<file path="src/rtl/guess_game_ctrl.sv">
// Number-guessing game controller. Latches the secret onto the comparator's
// B input and each guess onto its A input. It evaluates the comparator flags
// one cycle later and tracks attempts, hints and the remaining search window.
module guess_game_ctrl #(
  parameter int unsigned MAX_TRIES = 7  // attempts per game, 1..15
) (
  input  logic       clk,
  input  logic       rst_n,
  input  logic       start,
  input  logic [7:0] seed_in,
  input  logic       guess_valid,
  input  logic [7:0] guess,
  input  logic       AGTB,
  input  logic       AEQB,
  input  logic       ALTB,
  output logic [7:0] A,
  output logic [7:0] B,
  output logic       busy,
  output logic       hint_hi,
  output logic       hint_lo,
  output logic       win,
  output logic       lose,
  output logic       err,
  output logic [3:0] tries,
  output logic [7:0] lower_bound,
  output logic [7:0] upper_bound
);

  typedef enum logic [2:0] {
    S_IDLE,
    S_PLAY,
    S_CHECK,
    S_WIN,
    S_LOSE,
    S_ERR
  } state_t;

  localparam logic [3:0] MAX_TRIES_L = 4'(MAX_TRIES);

  state_t     state_q, state_d;
  logic [7:0] a_q, a_d;
  logic [7:0] b_q, b_d;
  logic [7:0] lo_q, lo_d;
  logic [7:0] up_q, up_d;
  logic [3:0] tries_q, tries_d;
  logic       hint_hi_q, hint_hi_d;
  logic       hint_lo_q, hint_lo_d;

  logic       flags_onehot;
  logic [7:0] a_minus_1;
  logic [7:0] a_plus_1;
  logic [3:0] tries_inc;

  // Comparator sanity check and the candidate narrowed bounds.
  always_comb begin
    flags_onehot = ({AGTB, AEQB, ALTB} == 3'b100) ||
                   ({AGTB, AEQB, ALTB} == 3'b010) ||
                   ({AGTB, AEQB, ALTB} == 3'b001);
    a_minus_1    = a_q - 8'd1;
    a_plus_1     = a_q + 8'd1;
    tries_inc    = tries_q + 4'd1;
  end

  // Next-state and datapath updates; start overrides everything else.
  always_comb begin
    state_d   = state_q;
    a_d       = a_q;
    b_d       = b_q;
    lo_d      = lo_q;
    up_d      = up_q;
    tries_d   = tries_q;
    hint_hi_d = hint_hi_q;
    hint_lo_d = hint_lo_q;

    case (state_q)
      S_PLAY: begin
        if (guess_valid) begin
          a_d     = guess;
          state_d = S_CHECK;
        end
      end
      S_CHECK: begin
        tries_d = tries_inc;
        if (!flags_onehot) begin
          // Broken comparator: freeze hints and bounds, park in ERR.
          state_d = S_ERR;
        end else if (AEQB) begin
          hint_hi_d = 1'b0;
          hint_lo_d = 1'b0;
          state_d   = S_WIN;
        end else begin
          if (AGTB) begin
            hint_hi_d = 1'b1;
            hint_lo_d = 1'b0;
            if (a_minus_1 < up_q) up_d = a_minus_1;
          end else begin
            hint_hi_d = 1'b0;
            hint_lo_d = 1'b1;
            if (a_plus_1 > lo_q) lo_d = a_plus_1;
          end
          state_d = (tries_inc == MAX_TRIES_L) ? S_LOSE : S_PLAY;
        end
      end
      default: ;
    endcase

    if (start) begin
      state_d   = S_PLAY;
      a_d       = 8'd0;
      b_d       = seed_in;
      lo_d      = 8'd0;
      up_d      = 8'hFF;
      tries_d   = 4'd0;
      hint_hi_d = 1'b0;
      hint_lo_d = 1'b0;
    end
  end

  // State and datapath registers with asynchronous reset.
  always_ff @(posedge clk or negedge rst_n) begin
    if (!rst_n) begin
      state_q   <= S_IDLE;
      a_q       <= 8'd0;
      b_q       <= 8'd0;
      lo_q      <= 8'd0;
      up_q      <= 8'hFF;
      tries_q   <= 4'd0;
      hint_hi_q <= 1'b0;
      hint_lo_q <= 1'b0;
    end else begin
      state_q   <= state_d;
      a_q       <= a_d;
      b_q       <= b_d;
      lo_q      <= lo_d;
      up_q      <= up_d;
      tries_q   <= tries_d;
      hint_hi_q <= hint_hi_d;
      hint_lo_q <= hint_lo_d;
    end
  end

  assign A           = a_q;
  assign B           = b_q;
  assign busy        = (state_q == S_PLAY) || (state_q == S_CHECK);
  assign win         = (state_q == S_WIN);
  assign lose        = (state_q == S_LOSE);
  assign err         = (state_q == S_ERR);
  assign hint_hi     = hint_hi_q;
  assign hint_lo     = hint_lo_q;
  assign tries       = tries_q;
  assign lower_bound = lo_q;
  assign upper_bound = up_q;

endmodule

</file>
<file path="config.mk">
export PLATFORM = sky130hd
export DESIGN_NAME = guess_game_ctrl
export DESIGN_NICKNAME = d
export VERILOG_FILES = /design/src/rtl/guess_game_ctrl.sv
export SDC_FILE = /design/constraint.sdc
export NUM_CORES = 1
export LEC_CHECK = 0
export BUFFER_PORTS_ARGS = -buffer_cell sky130_fd_sc_hd__buf_4
export CAP_MARGIN = 10
export CORE_MARGIN = 5
export CORE_UTILIZATION = 51
export CTS_CLUSTER_DIAMETER = 30
export DETAILED_ROUTE_END_ITERATION = 10
export HOLD_SLACK_MARGIN = 0.05
export PLACE_DENSITY = 0.83
export SLEW_MARGIN = 20
export SYNTH_ARGS = -nofsm -noshare
export SYNTH_HDL_FRONTEND = slang
export SYNTH_SLANG_ARGS = --single-unit
</file>
<file path="constraint.sdc">
create_clock -name clk -period 2.85 [get_ports clk]
set_input_delay 0.4275 -clock clk [delete_from_list [all_inputs] [get_ports clk]]
set_output_delay 0.4275 -clock clk [all_outputs]
set_load 0.005 [all_outputs]
</file>
=== After elaboration in Yosys (flattened, before gate mapping) ===
Index checks and enable logic that the tools add are counted.

* Logic and storage cells: 74
* Output and inout port bits: 42
* Register bits after elaboration: 41
* Input bits: 23

* Reduce and logical (&&, ||, !) cells: 16
* Mux-type cells: 33
* Order comparisons: 2
* Add/subtract/negate cells: 3
* Eq/ne operators: 12

{| class="wikitable"
|+ Operators with widths
! kind !! count
|-
| 8-bit two-way mux || 15
|-
| 3-bit two-way mux || 5
|-
| 2-bit nonzero test || 7
|-
| 1-bit two-way mux || 10
|-
| 5-bit AND reduction || 2
|-
| 3-bit by 2-bit == test with 1-bit output, second input constant || 3
|-
| 3-bit == test, second input constant || 3
|-
| 8-bit by 1-bit adder with 8-bit output, second input constant || 1
|-
| 8-bit > comparator || 1
|-
| 8-bit less-than comparator || 1
|-
| 4-bit two-way mux || 2
|-
| 8-bit by 1-bit subtractor with 8-bit output, second input constant || 1
|-
| 3-bit by 1-bit == test with 1-bit output, second input constant || 2
|-
| 3-bit one-hot mux with 2 select lines || 1
|-
| 2-bit AND reduction || 3
|-
| 4-bit by 1-bit adder with 4-bit output, second input constant || 1
|-
| 4-bit by 3-bit == test with 1-bit output, second input constant || 1
|-
| 2-bit != test, second input constant || 2
|-
| 1-bit logical OR || 3
|-
| 3-bit != test, second input constant || 1
|-
| 3-bit nonzero test || 1
|}

=== Depth between registers and ports, before layout ===
Gate-level depths: netlist of run 1.

* Depth after elaboration: 8
* Gate-level depth with buffers: 11
* Mapped depth without buffers: 10

=== Worst setup path before layout of run 1 ===
No wires, ideal clock.

* Path type: reg-to-reg
* Start: register a_q[3] (netlist: A[3])
* End: register up_q[0] (netlist: upper_bound[0])
* Buffers on the path: 2
* Stages on the path, launching flop included: 12
* Library setup time: 0.082 ns
* Slack: 0.261 ns
* Clock period less this slack: 2.589 ns
* Arrival time: 2.507 ns
* Data required time: 2.768 ns
* Cell sequence: dfrtp_1 > buf_6 > or4_4 > nor2_1 > xnor2_1 > ha_1 > a211o_1 > o211ai_1 > o311a_1 > buf_4 > nor2b_1 > a211o_1

* Longest elaborated chain between the ends: 4

{| class="wikitable"
|+ RTL lines
! what !! RTL line !! text
|-
| start: declaration || 41 || <nowiki>logic [7:0] a_q, a_d;</nowiki>
|-
| start signal: assignment || 123 || <nowiki>a_q <= 8'd0;</nowiki>
|-
| start signal: assignment || 132 || <nowiki>a_q <= a_d;</nowiki>
|-
| 8-bit by 1-bit subtractor with 8-bit output || 59 || <nowiki>a_minus_1 = a_q - 8'd1;</nowiki>
|-
| 8-bit less-than comparator || 95 || <nowiki>if (a_minus_1 < up_q) up_d = a_minus_1;</nowiki>
|-
| 2-bit nonzero test (no line) || n/a ||
|-
| 5-bit AND reduction (no line) || n/a ||
|-
| end signal: assignment || 135 || <nowiki>up_q <= up_d;</nowiki>
|-
| end: declaration || 44 || <nowiki>logic [7:0] up_q, up_d;</nowiki>
|}

No other way between the ends.
A chain may end at the register's enable or synchronous reset.

=== Worst setup path in the final report of run 1 ===
* Start: register a_q[1] (netlist: A[1])
* End: register up_q[4] (netlist: upper_bound[4])

* Longest elaborated chain between the ends: 7
* Elaborated cells between the ends (all ways): 10
* Classes of those cells: 1 x add/sub; 1 x order compare; 6 x mux; 2 x reduce/logical

{| class="wikitable"
|+ RTL lines
! what !! RTL line
|-
| 8-bit by 1-bit subtractor with 8-bit output * || 59
|-
| branches (longest 6 deep; another with 8-bit less-than comparator) || n/a
|}

Mark *: on every way between the ends. The select of a mux whose other input is x is not followed.

==> summary.md, run 1 <==
| Metric | Value |
|---|---|
| Area share of xor/xnor cells in the synthesized design | `0.0619` |
| WL final | `between 5 and 6 mm` |
| Worst Setup Start Kind | `flop` |
| Post-CTS Setup Repair Bufs | `0` |
| Clock buffer depth | `2` |
| Sequential element share of the synthesized area | `0.410` |
| TNS Setup | `0 ns` |
| Req. time, crit path | `about 3 ns` |
| R2r startpoint | `A[1]` |
| Final Setup Violations | `0` |
| Slew @ Worst Pin | `0.578 ns` |
| Power Density | `between 400 and 500 nW/um^2` |
| Post-synthesis mux area share | `0.0871` |
| Synth async-reset ratio | `1.00` |
| Hold Path Class | `in2async` |
| Max-slew headroom | `0.615` |
| Rows | `25` |
| CTS Root Cell | `clkbuf_8` |
| Initial antenna violation count | `0` |
| Mapped Nets | `around 300` |
| IO Port Bufs | `64` |
| Register-to-Register Path Depth | `9` |
| Design Area, Final | `approximately 3200 um^2` |
| Critical path class | `reg2reg` |
| H-tree depth | `2` |
| CP arrival | `approximately 2.9 ns` |
| Die X | `a little over 80 um` |
| Area occupied by multi-input gates | `1370 um^2` |
| DP Area | `approximately 3000 um^2` |
| Clock latency on the worst-skew pair | `~0.30 ns` |
| Post-route DRC violation count | `0` |
| Number of fillers in the final layout | `between 300 and 400` |
| RSZ-0062 raised after global routing | `false` |
| Synth Register Bits | `just over 40` |
| Post-synth EDFFs | `0` |
| WHS | `between 0.09 and 0.1 ns` |
| CORE AREA | `about 4800 um^2` |
| DRT iter0 DRCs | `96` |
| First-pass DRT Iterations | `4` |
| Pre-CTS WS | `~0.045 ns` |
| Post-synthesis cell area | `around 2500 um^2` |
| Final worst slack | `approximately 0.14 ns` |
| Synth Area in Adders | `0.0940` |
| First-pass GRT wire length | `between 9 and 10 mm` |
| Synth warn | `0` |
| Final Core Density | `0.674` |
| Critical Path Sink Type | `flop` |
| Nets | `roughly 370` |
| Clk pin slew, worst setup/hold paths | `0.08 ns` |
| Final Skew | `between 0.002 and 0.003 ns` |
| Placer Congestion | `a little over 0.9` |
| CTS tree | `done` |
| Primary FF master, synth | `dfrtp_1` |
| FF-to-FF End | `upper_bound[4]` |
| Pleak | `approximately 1.6 nW` |
| Hold buffers post-CTS | `0` |
| Synth Instances | `roughly 260` |
| Final Hold Viols | `0` |
| Starting Density | `0.532` |
| Max-slew violations | `0` |
| Storage element area | `~1000 um^2` |
| Io pins | `between 60 and 70` |
| Final antenna-violating net count | `0` |
| DIE AREA | `between 6000 and 7000 um^2` |
| Final Cycle Share | `0.950` |
| FF-to-FF setup slack | `about 0.14 ns` |
| Crit path time final | `about 2.7 ns` |
| ANT cells | `0` |
| Synth Area in Compound Gates | `0.108` |
| Outcome | `complete, no violations` |
| Avg Inst Size Synth | `just under 10 um^2` |
| WL per Instance | `14.8 um` |
| TritonCTS Buffers | `5` |
| Max Fclk | `369 MHz` |
| Post-DR vias/cell | `roughly 5.4` |
| GR Util All Layers | `0.189` |
| Area Overhead vs Synth | `26.7%` |
| DP HPWL | `4.26 mm` |
| Pin count of the biggest net entering global routing | `between 40 and 50` |
| Layout cells sized above 1 | `0.317` |
| DR vias | `2109` |
| Synth cell types | `41` |
| Max IR drop VDD | `around 300 uV` |
| Synth Area in Simple Gates | `0.178` |
| Max_cap viols | `0` |
| Die Height | `just over 80 um` |
| Gr ovfl total | `0` |
| Clk sinks | `41` |
| Crit path from | `A[1]` |
| Vias in the first global route | `2009` |
| CP Max Fanout | `9` |
| Main combinational cell family by area after synthesis | `simple AND/OR/NAND/NOR gates` |
[state kept, by name (all words and copies together) (netlist names)]
register / cells
A: 8
B: 8
hint_hi: 1
hint_lo: 1
lower_bound: 8
state_q: 3
tries: 4
upper_bound: 8
[area by class of cell]
type,count,share of cell area
well taps,67,0.0262
inverters,21,0.0246
repair buffers,70,0.164
flip-flops and latches,41,0.323
clock buffers,5,0.0215
multi-input cells,185,0.426
clock inverters,3,0.0144
[routing by layer]
layer,GRT usage,share of wire,up-vias
li1,-,-,1024
met1,0.253,0.42,1012
met2,0.300,0.49,68
met3,0.0504,0.076,5
met4,0.0490,0.0074,0
met5,0,0,-
[critical path, stage by stage (launching register included)]
cell and delay (ns):
dfrtp_1 0.39, or4_4 0.57, nor2_1 0.13, xnor2_1 0.16, ha_1 0.28, a211o_1 0.27
o211ai_1 0.13, o311a_4 0.34, mux2i_1 0.26, nand2b_1 0.10
[where the power goes]
part | switching [W] | internal [W]
combinational | 0.000178 | 0.000158
sequential | 0.0000254 | 0.000608
clock | 0.000216 | 0.000262
[through the flow]
| stage | total power [W] | instances |
|---|---|---|
| after global placement | 0.000961 | 384 |
| after detailed placement | 0.000970 | 384 |
| after CTS | 0.00145 | 392 |
| after global routing | 0.00152 | 392 |
| after floorplan | 0.000845 | 262 |
| final | 0.00145 | 392 |
[how the worst max path moves through the flow]
stage | to | cells past startpoint
detailed placement | upper_bound[4] | 9
global route | upper_bound[4] | 10
global placement | upper_bound[0] | 9
finish | upper_bound[4] | 9
CTS | upper_bound[4] | 9
floorplan | upper_bound[0] | 11
[synth_stat cells, drive strengths merged, types with 3 or more instances]
library cell	instances	area share
xor2	7	0.027
nor3	17	0.034
nor3b	4	0.014
o211ai	3	0.0089
dfstp	8	0.083
nor2b	4	0.0099
nand4	4	0.0099
a211o	4	0.014
a21oi	19	0.039
clkbuf	6	0.0089
dfrtp	33	0.33
nand2	12	0.018
o21ai	5	0.0099
nor2	22	0.033
and3	4	0.0099
xnor2	10	0.035
inv	21	0.031
buf	9	0.022
nand2b	7	0.017
a21o	4	0.012
nand3	8	0.016
mux2i	13	0.051
ha	19	0.094
mux2	8	0.036
[layout by cell type (no fill, tap or decap), types with 5 or more instances in the layout]
cell type,count
a21oi_1,17
buf_4,70
clkbuf_8,5
dfrtp_1,33
dfstp_2,8
ha_1,19
inv_1,21
mux2_2,8
mux2i_1,13
nand2_1,12
nand2b_1,7
nand3_1,7
nor2_1,22
nor3_1,17
o21ai_0,5
xnor2_1,10
xor2_1,6
[kinds of logic after synthesis]
| group | Yosys count |
|---|---|
| AO/OA/AOI/OAI | 43 |
| XOR/XNOR | 17 |
| adder cells (fa/ha/maj) | 19 |
| buffers and inverters | 36 |
| flip-flops | 41 |
| multiplexers | 21 |
| AND/OR/NAND/NOR | 85 |
[what timing repair did]
item                       CTS  global route
gates resized for setup      1             5
gates cloned                 0             0
setup endpoints to repair    2            14
(Power assumes the default switching activity.)
==> run 2, diff against run 1 <==
--- a/config.mk
+++ b/config.mk
@@ -9,6 +9,7 @@
 export CAP_MARGIN = 10
 export CORE_MARGIN = 5
 export CORE_UTILIZATION = 51
+export CTS_BUF_LIST = sky130_fd_sc_hd__clkbuf_16
 export CTS_CLUSTER_DIAMETER = 30
 export DETAILED_ROUTE_END_ITERATION = 10
 export HOLD_SLACK_MARGIN = 0.05
==> run 2 against run 1 <==
  * Via count increased by 0.33%
  * Sequential cell count unchanged
  * Register-to-register slack better by 0.04 ns
  * Non-clock buffer count unchanged
==> summary.md, run 2 (same netlist as run 1, synthesis figures left out) <==
| Metric | Value |
|---|---|
| Nets | `366 (unchanged)` |
| Final Cycle Share | `0.934 (was 0.950)` |
| Pleak | `1.58 nW (was 1.56 nW)` |
| Final Skew | `0.00347 ns (was 0.00291 ns)` |
| Comb pwr share | `0.210 (was 0.232)` |
| Final antenna-violating net count | `0 (unchanged)` |
| CP Max Fanout | `8 (was 9)` |
| Clock share of power | `0.398 (was 0.330)` |
| Die Height | `80.4 um (unchanged)` |
| Max_cap viols | `0 (unchanged)` |
| DRT iter0 DRCs | `153 (was 96)` |
| Commonest non-fill, non-tap cell in the layout | `buf_4 (unchanged)` |
| Sw frac | `0.271 (was 0.289)` |
| Critical Path Sink Type | `flop (unchanged)` |
| TNS Setup | `0 ns (unchanged)` |
| DP Area | `3060 um^2 (unchanged)` |
| Design Area, Final | `3270 um^2 (was 3200 um^2)` |
| Psw | `0.000440 W (was 0.000419 W)` |
| Max Fclk | `376 MHz (was 369 MHz)` |
| Pin count of the biggest net entering global routing | `42 (unchanged)` |
| Starting Density | `0.532 (unchanged)` |
| Outcome | `complete, no violations (unchanged)` |
| Post-DR vias/cell | `5.40 (was 5.38)` |
| Clock buffer depth | `2 (unchanged)` |
| Critical path class | `reg2reg (unchanged)` |
| CTS Root Cell | `clkbuf_16 (was clkbuf_8)` |
| Worst Setup Start Kind | `flop (unchanged)` |
| Rows | `25 (unchanged)` |
| DP HPWL | `4.26 mm (unchanged)` |
| Final Hold Viols | `0 (unchanged)` |
| ANT cells | `0 (unchanged)` |
| Clock latency on the worst-skew pair | `0.28 ns (was 0.30 ns)` |
| H-tree depth | `2 (unchanged)` |
| Part of the power in registers | `0.392 (was 0.438)` |
| Most frequent cells in the layout | `70 x buf_4, 33 x dfrtp_1, 22 x nor2_1 (unchanged)` |
| First-pass GRT wire length | `9.56 mm (was 9.49 mm)` |
| Max IR drop VDD | `403 uV (was 305 uV)` |
| R2r startpoint | `A[0] (was A[1])` |
| Die X | `80.4 um (unchanged)` |
| Req. time, crit path | `3.05 ns (was 3.07 ns)` |
| Post-route DRC violation count | `0 (unchanged)` |
| Max-slew headroom | `0.620 (was 0.615)` |
| WL per Instance | `15.3 um (was 14.8 um)` |
| Clk sinks | `41 (unchanged)` |
| Power Density | `496 nW/um^2 (was 451 nW/um^2)` |
| Final worst slack | `0.187 ns (was 0.142 ns)` |
| Cell Int Power | `0.00118 W (was 0.00103 W)` |
| IO Port Bufs | `64 (unchanged)` |
| Post-CTS Setup Repair Bufs | `0 (unchanged)` |
| Hold Path Class | `in2async (unchanged)` |
| Pre-CTS WS | `0.0453 ns (unchanged)` |
| Area Overhead vs Synth | `29.2% (was 26.7%)` |
| DR vias | `2116 (was 2109)` |
| Layout cells sized above 1 | `0.320 (was 0.317)` |
| Placer Congestion | `0.906 (unchanged)` |
| WL final | `6.00 mm (was 5.80 mm)` |
| Final Setup Violations | `0 (unchanged)` |
| TritonCTS Buffers | `5 (unchanged)` |
| Slew @ Worst Pin | `0.569 ns (was 0.578 ns)` |
| Gr ovfl total | `0 (unchanged)` |
| CTS tree | `done (unchanged)` |
| CORE AREA | `4750 um^2 (unchanged)` |
| Clk pin slew, worst setup/hold paths | `0.06 ns (was 0.08 ns)` |
| DIE AREA | `6470 um^2 (unchanged)` |
| Initial antenna violation count | `0 (unchanged)` |
| Io pins | `65 (unchanged)` |
| Crit path time final | `2.66 ns (was 2.71 ns)` |
| RSZ-0062 raised after global routing | `false (unchanged)` |
| Vias in the first global route | `2051 (was 2009)` |
| GR Util All Layers | `0.190 (was 0.189)` |
| CP arrival | `2.87 ns (was 2.93 ns)` |
| Max-slew violations | `0 (unchanged)` |
| Crit path from | `A[0] (was A[1])` |
| First-pass DRT Iterations | `5 (was 4)` |
## run 2: cell types whose count changed in the layout (fill, tap and decap cells not counted)
cell / delta
clkbuf_16: +5
o2111ai_1: -1
o2111ai_2: +1
clkbuf_8: -5
## run 2: repair_timing
item / CTS / global route
pin swaps: 0 / 1
hold buffers: 0 / 0
setup endpoints to repair: 1 / 15
resized for setup: 1 / 6
## run 2: final cells by class
cell class,instances,area (um^2)
clock inverters,3,46.3
fillers,389,1490
repair buffers,70,526
well taps,67,83.8
multi-input cells,185,1370
flip-flops and latches,41,1040
clock buffers,5,125
inverters,21,78.8
## run 2: final timing paths
kind	endpoint	slack [ns]	depth (start not counted)
max reg2reg	lower_bound[1]	0.19	11
min reg2reg	B[2]	0.51	1
max	lower_bound[1]	0.19	11
min	lower_bound[2]	0.12	1
max in group asynchronous	upper_bound[7]	2.36	1
min in group clk	B[0]	0.37	2
## run 2: metrics by stage
| stage | util | cells | power (W) | hold slack (ns) |
|---|---|---|---|---|
| 2_1_floorplan | - | 262 | 0.000845 | 0.132 |
| 4_1_cts | 0.680 | 392 | 0.00162 | 0.135 |
| 5_1_grt | 0.687 | 392 | 0.00169 | 0.169 |
| 6_report | 0.687 | 392 | 0.00162 | 0.116 |
| 3_3_place_gp | 0.644 | 384 | 0.000961 | 0.435 |
| 3_5_place_dp | 0.644 | 384 | 0.000970 | 0.437 |
## run 2: layer usage
layer  vias up  wire, um  share of wire  track usage
li1       1030         -              -            -
met1      1010      2520           0.42        0.252
met2        70      2990           0.50        0.304
met3         6       423          0.070       0.0538
met4         0        68          0.011       0.0473
met5         -         0              0            0
## run 2: critical path, stage by stage, from the launching register on
cell       delay [ns]
dfrtp_1          0.40
buf_4            0.18
ha_1             0.22
nand3_1          0.11
nor2_1           0.07
xor2_1           0.16
ha_1             0.31
nand4_1          0.25
o2111ai_2        0.36
a21o_1           0.26
o21ai_0          0.11
a21oi_1          0.16
## run 2: power by group through the flow
stage                     registers [W]  logic, W  clock network (W)
after floorplan                0.000643  0.000202                  0
after global placement         0.000643  0.000318                  0
after detailed placement       0.000644  0.000326                  0
after CTS                      0.000635  0.000329           0.000656
after global routing           0.000639  0.000379           0.000677
final                          0.000635  0.000341           0.000644
